**src/rtl/posterise_pkg.sv**
```systemverilog
// Shared level, mode and state encodings for the posterise sequencer.
package posterise_pkg;

    localparam int unsigned LVL_W = 3;

    localparam logic [LVL_W-1:0] LVL_BYPASS = 3'd0;
    localparam logic [LVL_W-1:0] LVL_1      = 3'd1;
    localparam logic [LVL_W-1:0] LVL_2      = 3'd2;
    localparam logic [LVL_W-1:0] LVL_3      = 3'd3;
    localparam logic [LVL_W-1:0] LVL_4      = 3'd4;
    localparam logic [LVL_W-1:0] LVL_5      = 3'd5;

    // Code 3 is RANDOM when POSTERISE_SEQ_RANDOM_EN is defined.
    typedef enum logic [1:0] {
        SEQ_MANUAL    = 2'd0,
        SEQ_RAMP_UP   = 2'd1,
        SEQ_RAMP_DOWN = 2'd2,
        SEQ_PING_PONG = 2'd3
    } seq_mode_e;

    typedef enum logic {
        ST_IDLE = 1'b0,
        ST_RUN  = 1'b1
    } state_e;

    function automatic logic [LVL_W-1:0] clamp_lvl(input logic [LVL_W-1:0] x,
                                                  input logic [LVL_W-1:0] lo_b,
                                                  input logic [LVL_W-1:0] hi_b);
        logic [LVL_W-1:0] r;
        r = x;
        if (x < lo_b) r = lo_b;
        if (x > hi_b) r = hi_b;
        return r;
    endfunction

endpackage

```
**src/rtl/posterise_sequencer_vsync_edge_det.sv**
```systemverilog
// Two-flop vsync register with a rising-edge pulse (combinational, one clk wide).
module vsync_edge_det (
    input  logic clk,
    input  logic rst_n,
    input  logic sync_in,
    output logic rise_c
);

    logic sync_q;
    logic sync_q2;

    // Reset to "high" so a sync held high through reset release is not an edge.
    always_ff @(posedge clk or negedge rst_n) begin
        if (!rst_n) begin
            sync_q  <= 1'b1;
            sync_q2 <= 1'b1;
        end else begin
            sync_q  <= sync_in;
            sync_q2 <= sync_q;
        end
    end

    assign rise_c = sync_q & ~sync_q2;

endmodule

```
**src/rtl/posterise_sequencer.sv**
```systemverilog
// Frame-synchronous posterise level sequencer (manual / ramp / ping-pong sweep).
// Define POSTERISE_SEQ_RANDOM_EN to turn seq_mode 3 into an LFSR-driven random level.
module posterise_sequencer
    import posterise_pkg::*;
#(
    parameter int unsigned LVL_MIN = 1,
    parameter int unsigned LVL_MAX = 5,
    parameter int unsigned HOLD_W  = 8
) (
    input  logic              clk,
    input  logic              rst_n,
    input  logic              vsync_in,
    input  logic              seq_en,
    input  logic [1:0]        seq_mode,
    input  logic [2:0]        manual_level,
    input  logic [2:0]        lo_level,
    input  logic [2:0]        hi_level,
    input  logic [HOLD_W-1:0] hold_frames,
    output logic [2:0]        mode_out,
    output logic              step_pulse,
    output logic              frame_tick
);

    localparam logic [LVL_W-1:0] MIN_L = LVL_W'(LVL_MIN);
    localparam logic [LVL_W-1:0] MAX_L = LVL_W'(LVL_MAX);
    localparam int unsigned      CNT_W = HOLD_W + 1;

    logic rise_c;

    vsync_edge_det u_vsync_edge (
        .clk     (clk),
        .rst_n   (rst_n),
        .sync_in (vsync_in),
        .rise_c  (rise_c)
    );

    state_e            state_q,  state_d;
    seq_mode_e         mode_q,   mode_d;
    logic [LVL_W-1:0]  level_q,  level_d;
    logic [HOLD_W-1:0] cnt_q,    cnt_d;
    logic              dir_up_q, dir_up_d;
    logic              step_q,   step_d;
    logic              tick_q,   tick_d;

    seq_mode_e         cfg_mode_c;
    logic [LVL_W-1:0]  lo_c, hi_raw_c, hi_c, man_c, start_c, adv_c;
    logic [CNT_W-1:0]  hold_c;
    logic              expire_c, adv_up_c;

`ifdef POSTERISE_SEQ_RANDOM_EN
    logic [15:0] lfsr_q, lfsr_d;

    // Galois LFSR, taps 16,14,13,11, stepped once per frame.
    always_comb begin
        lfsr_d = lfsr_q;
        if (tick_q) lfsr_d = {1'b0, lfsr_q[15:1]} ^ (lfsr_q[0] ? 16'hB400 : 16'h0000);
    end

    always_ff @(posedge clk or negedge rst_n) begin
        if (!rst_n) lfsr_q <= 16'hACE1;
        else        lfsr_q <= lfsr_d;
    end
`endif

    // Effective configuration after clamping.
    always_comb begin
        cfg_mode_c = seq_mode_e'(seq_mode);
        lo_c       = clamp_lvl(lo_level, MIN_L, MAX_L);
        hi_raw_c   = clamp_lvl(hi_level, MIN_L, MAX_L);
        hi_c       = (lo_c > hi_raw_c) ? lo_c : hi_raw_c;
        man_c      = clamp_lvl(manual_level, MIN_L, MAX_L);
        hold_c     = (hold_frames == '0) ? CNT_W'(1) : CNT_W'(hold_frames);
        expire_c   = (CNT_W'(cnt_q) + CNT_W'(1)) >= hold_c;
        case (cfg_mode_c)
            SEQ_MANUAL:    start_c = man_c;
            SEQ_RAMP_DOWN: start_c = hi_c;
            default:       start_c = lo_c;
        endcase
    end

    // Next sweep level once the hold period expires.
    always_comb begin
        adv_c    = level_q;
        adv_up_c = dir_up_q;
        case (mode_q)
            SEQ_RAMP_UP:   adv_c = (level_q >= hi_c) ? lo_c : level_q + 3'd1;
            SEQ_RAMP_DOWN: adv_c = (level_q <= lo_c) ? hi_c : level_q - 3'd1;
            SEQ_PING_PONG: begin
`ifdef POSTERISE_SEQ_RANDOM_EN
                adv_c = lo_c + LVL_W'(lfsr_q % 16'(hi_c - lo_c + 3'd1));
`else
                if (dir_up_q) begin
                    if (level_q < hi_c) begin
                        adv_c = level_q + 3'd1;
                    end else if (level_q > lo_c) begin
                        adv_c    = level_q - 3'd1;
                        adv_up_c = 1'b0;
                    end
                end else begin
                    if (level_q > lo_c) begin
                        adv_c = level_q - 3'd1;
                    end else if (level_q < hi_c) begin
                        adv_c    = level_q + 3'd1;
                        adv_up_c = 1'b1;
                    end
                end
`endif
            end
            default: adv_c = level_q;
        endcase
    end

    // Frame-edge state update.
    always_comb begin
        state_d  = state_q;
        mode_d   = mode_q;
        level_d  = level_q;
        cnt_d    = cnt_q;
        dir_up_d = dir_up_q;
        step_d   = 1'b0;
        tick_d   = rise_c;
        if (tick_q) begin
            if (!seq_en) begin
                state_d  = ST_IDLE;
                level_d  = LVL_BYPASS;
                cnt_d    = '0;
                dir_up_d = 1'b1;
            end else if (state_q == ST_IDLE || cfg_mode_c != mode_q) begin
                state_d  = ST_RUN;
                mode_d   = cfg_mode_c;
                level_d  = start_c;
                cnt_d    = '0;
                dir_up_d = 1'b1;
            end else if (mode_q == SEQ_MANUAL) begin
                level_d = man_c;
            end else if (level_q < lo_c) begin
                level_d = lo_c;
                cnt_d   = '0;
            end else if (level_q > hi_c) begin
                level_d = hi_c;
                cnt_d   = '0;
            end else if (expire_c) begin
                level_d  = adv_c;
                dir_up_d = adv_up_c;
                cnt_d    = '0;
            end else begin
                cnt_d = cnt_q + HOLD_W'(1);
            end
            step_d = (level_d != level_q);
        end
    end

    always_ff @(posedge clk or negedge rst_n) begin
        if (!rst_n) begin
            state_q  <= ST_IDLE;
            mode_q   <= SEQ_MANUAL;
            level_q  <= LVL_BYPASS;
            cnt_q    <= '0;
            dir_up_q <= 1'b1;
            step_q   <= 1'b0;
            tick_q   <= 1'b0;
        end else begin
            state_q  <= state_d;
            mode_q   <= mode_d;
            level_q  <= level_d;
            cnt_q    <= cnt_d;
            dir_up_q <= dir_up_d;
            step_q   <= step_d;
            tick_q   <= tick_d;
        end
    end

    assign mode_out   = level_q;
    assign step_pulse = step_q;
    assign frame_tick = tick_q;

endmodule

```
**config.mk**
```make
export PLATFORM = sky130hd
export DESIGN_NAME = posterise_sequencer
export DESIGN_NICKNAME = d
export VERILOG_FILES = /design/src/rtl/posterise_pkg.sv /design/src/rtl/posterise_sequencer_vsync_edge_det.sv /design/src/rtl/posterise_sequencer.sv
export SDC_FILE = /design/constraint.sdc
export NUM_CORES = 1
export LEC_CHECK = 0
export BUFFER_PORTS_ARGS = -buffer_cell sky130_fd_sc_hd__buf_2
export CORE_ASPECT_RATIO = 1.75
export CORE_MARGIN = 5
export CORE_UTILIZATION = 59
export CTS_CLUSTER_DIAMETER = 60
export DETAILED_ROUTE_END_ITERATION = 8
export HOLD_SLACK_MARGIN = 0.08
export PLACE_DENSITY = 0.91
export SLEW_MARGIN = 20
export SYNTH_ARGS = -nofsm -noshare
export SYNTH_HDL_FRONTEND = slang
export SYNTH_SLANG_ARGS = --single-unit
```
**constraint.sdc**
```tcl
create_clock -name clk -period 3.2 [get_ports clk]
set_input_delay 0.64 -clock clk [delete_from_list [all_inputs] [get_ports clk]]
set_output_delay 0.64 -clock clk [all_outputs]
set_load 0.01 [all_outputs]
```
Yosys cells after proc, flatten, opt, wreduce, memory -nomap -nowiden
Cells that the tools add are included.
Widths: inputs -> output; s select.

operators by class
  bitwise logic cells = 3
  multipliers = 0
  reduce and logical (&&, ||, !) cells = 8
  div/mod/pow operators = 0
  shift operators = 0
  add/sub/neg operators = 4
  eq/ne operators = 12
  multiplexer cells = 45
  magnitude comparators = 14

operator list
  kind                 count
  $mux 3               21
  $mux 8               7
  $mux 1               15
  $add 8x1->9 const B  1
  $ge 9x8->1           1
  $gt 3x3->1           3
  $gt 3x3->1 const B   3
  $lt 3x1->1 const B   3
  $ne 3x3->1 const B   3
  $pmux 3 s3           1
  $add 8x1->8 const B  1
  $logic_not 8->1      1
  $eq 2x2->1 const B   3
  $lt 3x3->1           2
  $ne 3x1->1 const B   2
  $pmux 3 s2           1
  $reduce_and 6->1     1
  $logic_not 2->1      2
  $reduce_and 2->1     2
  $add 3x1->3 const B  1
  $ge 3x3->1           1
  $le 3x3->1           1
  $ne 3x3->1           1
  $reduce_and 3->1     1
  7 further kinds      8

storage, ports and cells
  logic and storage cells = 95
  memories kept = 0
  memory bits (read-only) = 0
  bits in writable memories = 0
  latch bits = 0
  bits of input ports = 23
  bits in registers = 19

Depth between registers and ports, before layout
  word-level depth = 19
  gate-level depth with buffers = 21

Cells and area by module
Synthesis repeated with hierarchy kept, for this count alone.

unflattened totals
  cells, all modules = 238
  area total of the unflattened synthesis = 2006.9 um^2

modules (own cells, without submodules)
  module               instances  sequential area each (um^2)  area each (um^2)  cells an instance
  posterise_sequencer  1          426.7                        1940.6            235
  vsync_edge_det       1          52.6                         66.3              3

Worst setup path after synthesis
Ideal clock, no wire load.

  path kind = input-to-reg
  start point = input port lo_level[1]
  end point = register step_q (netlist: step_pulse)
  setup time = 133 ps
  arrival time = 3863 ps
  stages = 20
  buffers on the path = 2
  path slack = -797 ps
  cell sequence = nor2b_2 -> buf_6 -> inv_6 -> a21o_4 -> inv_4 -> ha_1 -> and3_1 -> a21oi_4 -> mux2_2 -> ha_1 -> nand3b_1 -> and2_1 -> buf_2 -> a21oi_1 -> a22oi_1 -> o211ai_1 -> nor4b_1 -> o21a_1 -> nor4_1 -> a31oi_1

on the way
  longest elaborated chain between the ends = 19
  elaborated cells between the ends (all ways) = 30
  classes of those cells = order compare: 9; eq/ne: 1; mux: 20

RTL lines
  element                 line                                                   RTL
  start: declaration      posterise_sequencer.sv:16                              input logic [2:0] lo_level,
  $lt 3x1->1              posterise_pkg.sv:31                                    if (x < lo_b) r = lo_b;
  $mux 3                  posterise_pkg.sv:31
  $mux 3 *                posterise_pkg.sv:32                                    if (x > hi_b) r = hi_b;
  $gt 3x3->1              posterise_sequencer.sv:70                              hi_c = (lo_c > hi_raw_c) ? lo_c : hi_raw_c;
  $mux 3                  posterise_sequencer.sv:70
  $lt 3x3->1              posterise_sequencer.sv:93, posterise_sequencer.sv:102
  $mux 3                  posterise_sequencer.sv:102                             end else if (level_q < hi_c) begin
  $mux 3                  posterise_sequencer.sv:100                             if (level_q > lo_c) begin
  [4 not listed]          -
  $mux 3                  posterise_sequencer.sv:136                             end else if (level_q < lo_c) begin
  $mux 3                  posterise_sequencer.sv:134                             end else if (mode_q == SEQ_MANUAL) begin
  $mux 3 *                posterise_sequencer.sv:128                             end else if (state_q == ST_IDLE || cfg_mode_c != mode_q) begin
  $mux 3 *                posterise_sequencer.sv:123                             if (!seq_en) begin
  $mux 3 *                posterise_sequencer.sv:122                             if (tick_q) begin
  $ne 3x3->1 *            posterise_sequencer.sv:149                             step_d = (level_d != level_q);
  $mux 1 *                posterise_sequencer.sv:122
  named net step_d        posterise_sequencer.sv:42                              logic step_q, step_d;
  end signal: assignment  posterise_sequencer.sv:168                             step_q <= step_d;
  end: declaration        posterise_sequencer.sv:42

The timed path passes the listed nets; every way through them passes the cells marked *. The select of a mux whose other input is x is not followed.
A chain may end at the register's enable or synchronous reset.

Final worst setup path
  start point = input port hi_level[2]
  end point = register level_q[2] (netlist: mode_out[2])

on the way
  longest elaborated chain between the ends = 17
  elaborated cells between the ends (all ways) = 24
  classes of those cells = order compare: 6; mux: 18

RTL lines
  element                 line                                                   RTL
  start: declaration      posterise_sequencer.sv:17                              input logic [2:0] hi_level,
  $lt 3x1->1              posterise_pkg.sv:31
  $mux 3                  posterise_pkg.sv:31
  $mux 3 *                posterise_pkg.sv:32
  $gt 3x3->1              posterise_sequencer.sv:70
  $mux 3 *                posterise_sequencer.sv:70
  $lt 3x3->1              posterise_sequencer.sv:93, posterise_sequencer.sv:102
  $mux 3                  posterise_sequencer.sv:102
  $mux 3                  posterise_sequencer.sv:100
  $mux 3                  posterise_sequencer.sv:92                              if (dir_up_q) begin
  $pmux 3 s3              posterise_sequencer.sv:85                              case (mode_q)
  $mux 3                  posterise_sequencer.sv:142                             end else if (expire_c) begin
  $mux 3                  posterise_sequencer.sv:139                             end else if (level_q > hi_c) begin
  $mux 3                  posterise_sequencer.sv:136
  $mux 3                  posterise_sequencer.sv:134
  $mux 3 *                posterise_sequencer.sv:128
  $mux 3 *                posterise_sequencer.sv:123
  $mux 3 *                posterise_sequencer.sv:122
  end signal: assignment  posterise_sequencer.sv:165                             level_q <= level_d;
  end: declaration        posterise_sequencer.sv:39                              logic [LVL_W-1:0] level_q, level_d;

Mark *: on every way between the ends. The rest lies on a longest branch, timed or not. The select of a mux whose other input is x is not followed.

==> results_dict.tcl <==
set metrics [dict create \
    drt_first_pass_iters 4 \
    port_buffers 27 \
    worstHoldPathType "in -> async" \
    grt_remaining_overflow 0 \
    synthFlopType "dfrtp_1" \
    tightest_slew_ns 0.479 \
    postCtsHoldBufs 0 \
    drcViolationCount 0 \
    drive_above_1_share_pct 37.8 \
    wirelength_um 6720 \
    powerDensity_mw_per_mm2 393 \
    initial_core_util_pct 59.9 \
    drv_slew 0 \
    synth_compound_area_share_pct 28.2 \
    cts_buffer_depth 2 \
    setup_slack_ns -0.625 \
    postRouteAntennaNets 0 \
    syn_inst 260 \
    dpl.cell_count 357 \
    fin_cells 369 \
    via_count 2347 \
    drv_cap 0 \
    cts_made_buffers 3 \
    num-nets-final 367 \
    crit_fanout 4 \
    slew_headroom_pct 67.8 \
    clockRootBuffer "clkbuf_8" \
    ys_seq_area_share_pct 22.3 \
    max_stage_delay_ns 0.35 \
    core_area_mm2 0.00359 \
    crit_arrival_ns 3.97 \
    yosys.area_share.simple_pct 22.3 \
    fp-row-count 29 \
    synth_xor_area_share_pct 4.89 \
    grt_start_max_net_pins 20 \
    outcome "finished with violations" \
    ir_worst_vdd_mv 0.473 \
    fp.dieH_um 89.9 \
    grt_pass1_wl_um 11300 \
    yosys_warnings 0 \
    finalSetupViolCount 13 \
    crit_type "in -> reg" \
    synth_area_mm2 0.00215 \
    synth_top_family_by_area "compound AO/OA/AOI/OAI gates" \
    synth-seq-cells 19 \
    die_area_mm2 0.00500 \
    die_x_um 55.6 \
    cts_tree "built" \
    area_growth_pct 34.1 \
    r2r_cells 15 \
    cp_cell_sequence "buf_8, nand2b_4, a21oi_4, inv_2, ha_4, nand3b_1, buf_4, a21oi_4, mux2_4, ha_4, nand2_1, o21ai_4, mux2i_1, a32oi_1, o211ai_1, buf_4, a221o_1, a21oi_1, o22ai_1" \
    end_kind "register" \
    antenna_found_initial 0 \
    worst_hold_slack_ns 0.309 \
    grt_pass1_vias 2401 \
    startpoint_type "input port" \
    grt_usage_pct 28.1 \
    rsz0062_at_grt "true" \
    post_drt_wl_per_cell_um 18.2 \
    violations "setup timing" \
    period_share_pct 120 \
    critPathRequiredTime_ns 3.34 \
    clk_pin_slew_ns 0.07 \
    finalClockSkew_ns 0.00545 \
    diodes 0 \
    muxShareOfSynthArea_pct 3.61 \
    viasPerCell 6.36 \
    hold_viol_final 0 \
    place_hpwl_um 4930 \
    synth-edff-count 0 \
    cts.htree.levels 1 \
    p_total_mw 1.13 \
    post-route-min-period_ns 3.82 \
    fmax_mhz 261 \
    avgSynthCellArea_um2 8.27 \
    insertion_delay_ns 0.26 \
    yosysUniqueCellTypes 69 \
    leakagePower_nw 1.33 \
    cts.sinks 19 \
    syn-num-nets 303 \
    async_flop_share_pct 100 \
    synth_fa_ha_area_share_pct 11.6 \
    ios 28 \
    first_iter_violations 107 \
    crit_path_top_delay_cell "mux2_4" \
    gp_congestion 0.983 \
]
[layout make-up]
type	instances	area [um2]
fillers	235	707
clock inverters	1	5.00
clock buffers	3	41.3
repair buffers	69	478
inverters	22	95.1
multi-input cells	209	1730
flip-flops and latches	19	479
well taps	46	57.6
[worst max-delay path: cells and delay by family]
family,cells,cell delay (ns)
simple gates,3,0.43
fa+ha+maj,2,0.44
mux,2,0.45
buf+inv,4,0.50
compound gates,8,1.49
[final timing paths]
kind | slack (ns) | from | endpoint
worst max-delay path | -0.62 | hi_level[2] | mode_out[2]
max in group asynchronous | 2.56 | rst_n | u_vsync_edge.sync_q2
worst min register to register | 0.36 | u_vsync_edge.sync_q | u_vsync_edge.sync_q2
worst max register to register | -0.04 | cnt_q[1] | step_pulse
min in group clk | 0.36 | u_vsync_edge.sync_q | u_vsync_edge.sync_q2
worst min-delay path | 0.31 | rst_n | cnt_q[5]
[Yosys cell counts, types with 2 or more instances]
library cell  instances  area, um2
a211oi_1              3       22.5
a21o_1                3       22.5
a21oi_1              15       75.1
a21oi_2               2       17.5
a22oi_1               2       15.0
a31oi_1               8       50.1
a32o_1                7       70.1
and3_1                3       18.8
buf_2                 5       25.0
buf_6                 2       22.5
clkbuf_1              3       11.3
dfrtp_1              16        400
dfstp_2               3       78.8
ha_1                 20        250
inv_1                18       67.6
mux2_2                2       22.5
mux2i_1               4       40.0
nand2_1              21       78.8
nand2b_1              8       50.1
nand3_1               8       40.0
nand3b_1              3       22.5
nand4_1               3       18.8
nor2_1               13       48.8
nor2b_1               7       43.8
nor3_1                2       10.0
nor4_1                2       12.5
o211ai_1              2       15.0
o21ai_0               9       45.0
o21ai_1               9       45.0
o22ai_1               3       18.8
o31ai_1               3       22.5
or2_1                 2       12.5
or3_1                 3       18.8
xnor2_1               6       52.6
xor2_1                6       52.6
[layer usage]
layer / part of all wire [%] / vias up / global-route usage [%]
met5: 0 / - / 0
met4: 7.1 / 0 / 19.1
met2: 56 / 123 / 52.9
li1: - / 1091 / -
met1: 32 / 1090 / 27.7
met3: 4.8 / 43 / 3.01
[report_power, final]
part	leakage, nW	internal (mW)	switching, mW
Combinational	1.06	0.310	0.366
Clock	0.0255	0.0867	0.0799
Sequential	0.244	0.257	0.0342
[layout by cell type (no fill, tap or decap), types with 4 or more instances in the layout]
cell      Yosys  routed
a21oi_1      15      12
a31oi_1       8       8
a32o_1        7       7
buf_2         5      25
buf_4         0      39
buf_6         2       4
dfrtp_1      16      16
ha_1         20      15
ha_4          0       5
inv_1        18      17
nand2_1      21      21
nand2b_1      8       6
nand3_1       8       8
nor2_1       13      10
nor2b_1       7       6
o21ai_0       9       9
o21ai_1       9       7
xnor2_1       6       6
xor2_1        6       6
[registers in the layout (all words and copies together), names as in the netlist]
signal                count
mode_out                  3
state_q                   1
u_vsync_edge.sync_q2      1
u_vsync_edge.sync_q       1
mode_q                    2
step_pulse                1
dir_up_q                  1
frame_tick                1
cnt_q                     8
[kinds of logic after synthesis]
family                   after synthesis
buffers and inverters                 32
AO/OA/AOI/OAI                         84
AND/OR/NAND/NOR                       86
adder cells (fa/ha/maj)               20
flip-flops                            19
XOR/XNOR                              12
multiplexers                           7
[through the flow]
step | setup WS (ns) | cell area (um2) | util, % | TNS [ns]
after global placement | -0.821 | 2630 | 73.1 | -6.37
final | -0.625 | 2890 | 80.3 | -3.04
after detailed placement | -1.05 | 2630 | 73.1 | -8.00
after floorplan | -0.615 | 2240 | - | -2.91
after CTS | -0.505 | 2860 | 79.6 | -1.54
after global routing | -0.745 | 2890 | 80.3 | -4.37
[what timing repair did]
item / 4_1_cts / 5_1_grt
pin swaps: 14 / 6
setup endpoints to repair: 13 / 13
gates resized for setup: 25 / 3
buffers inserted: 6 / 2
Note: power is estimated with default switching activity, not from simulation.
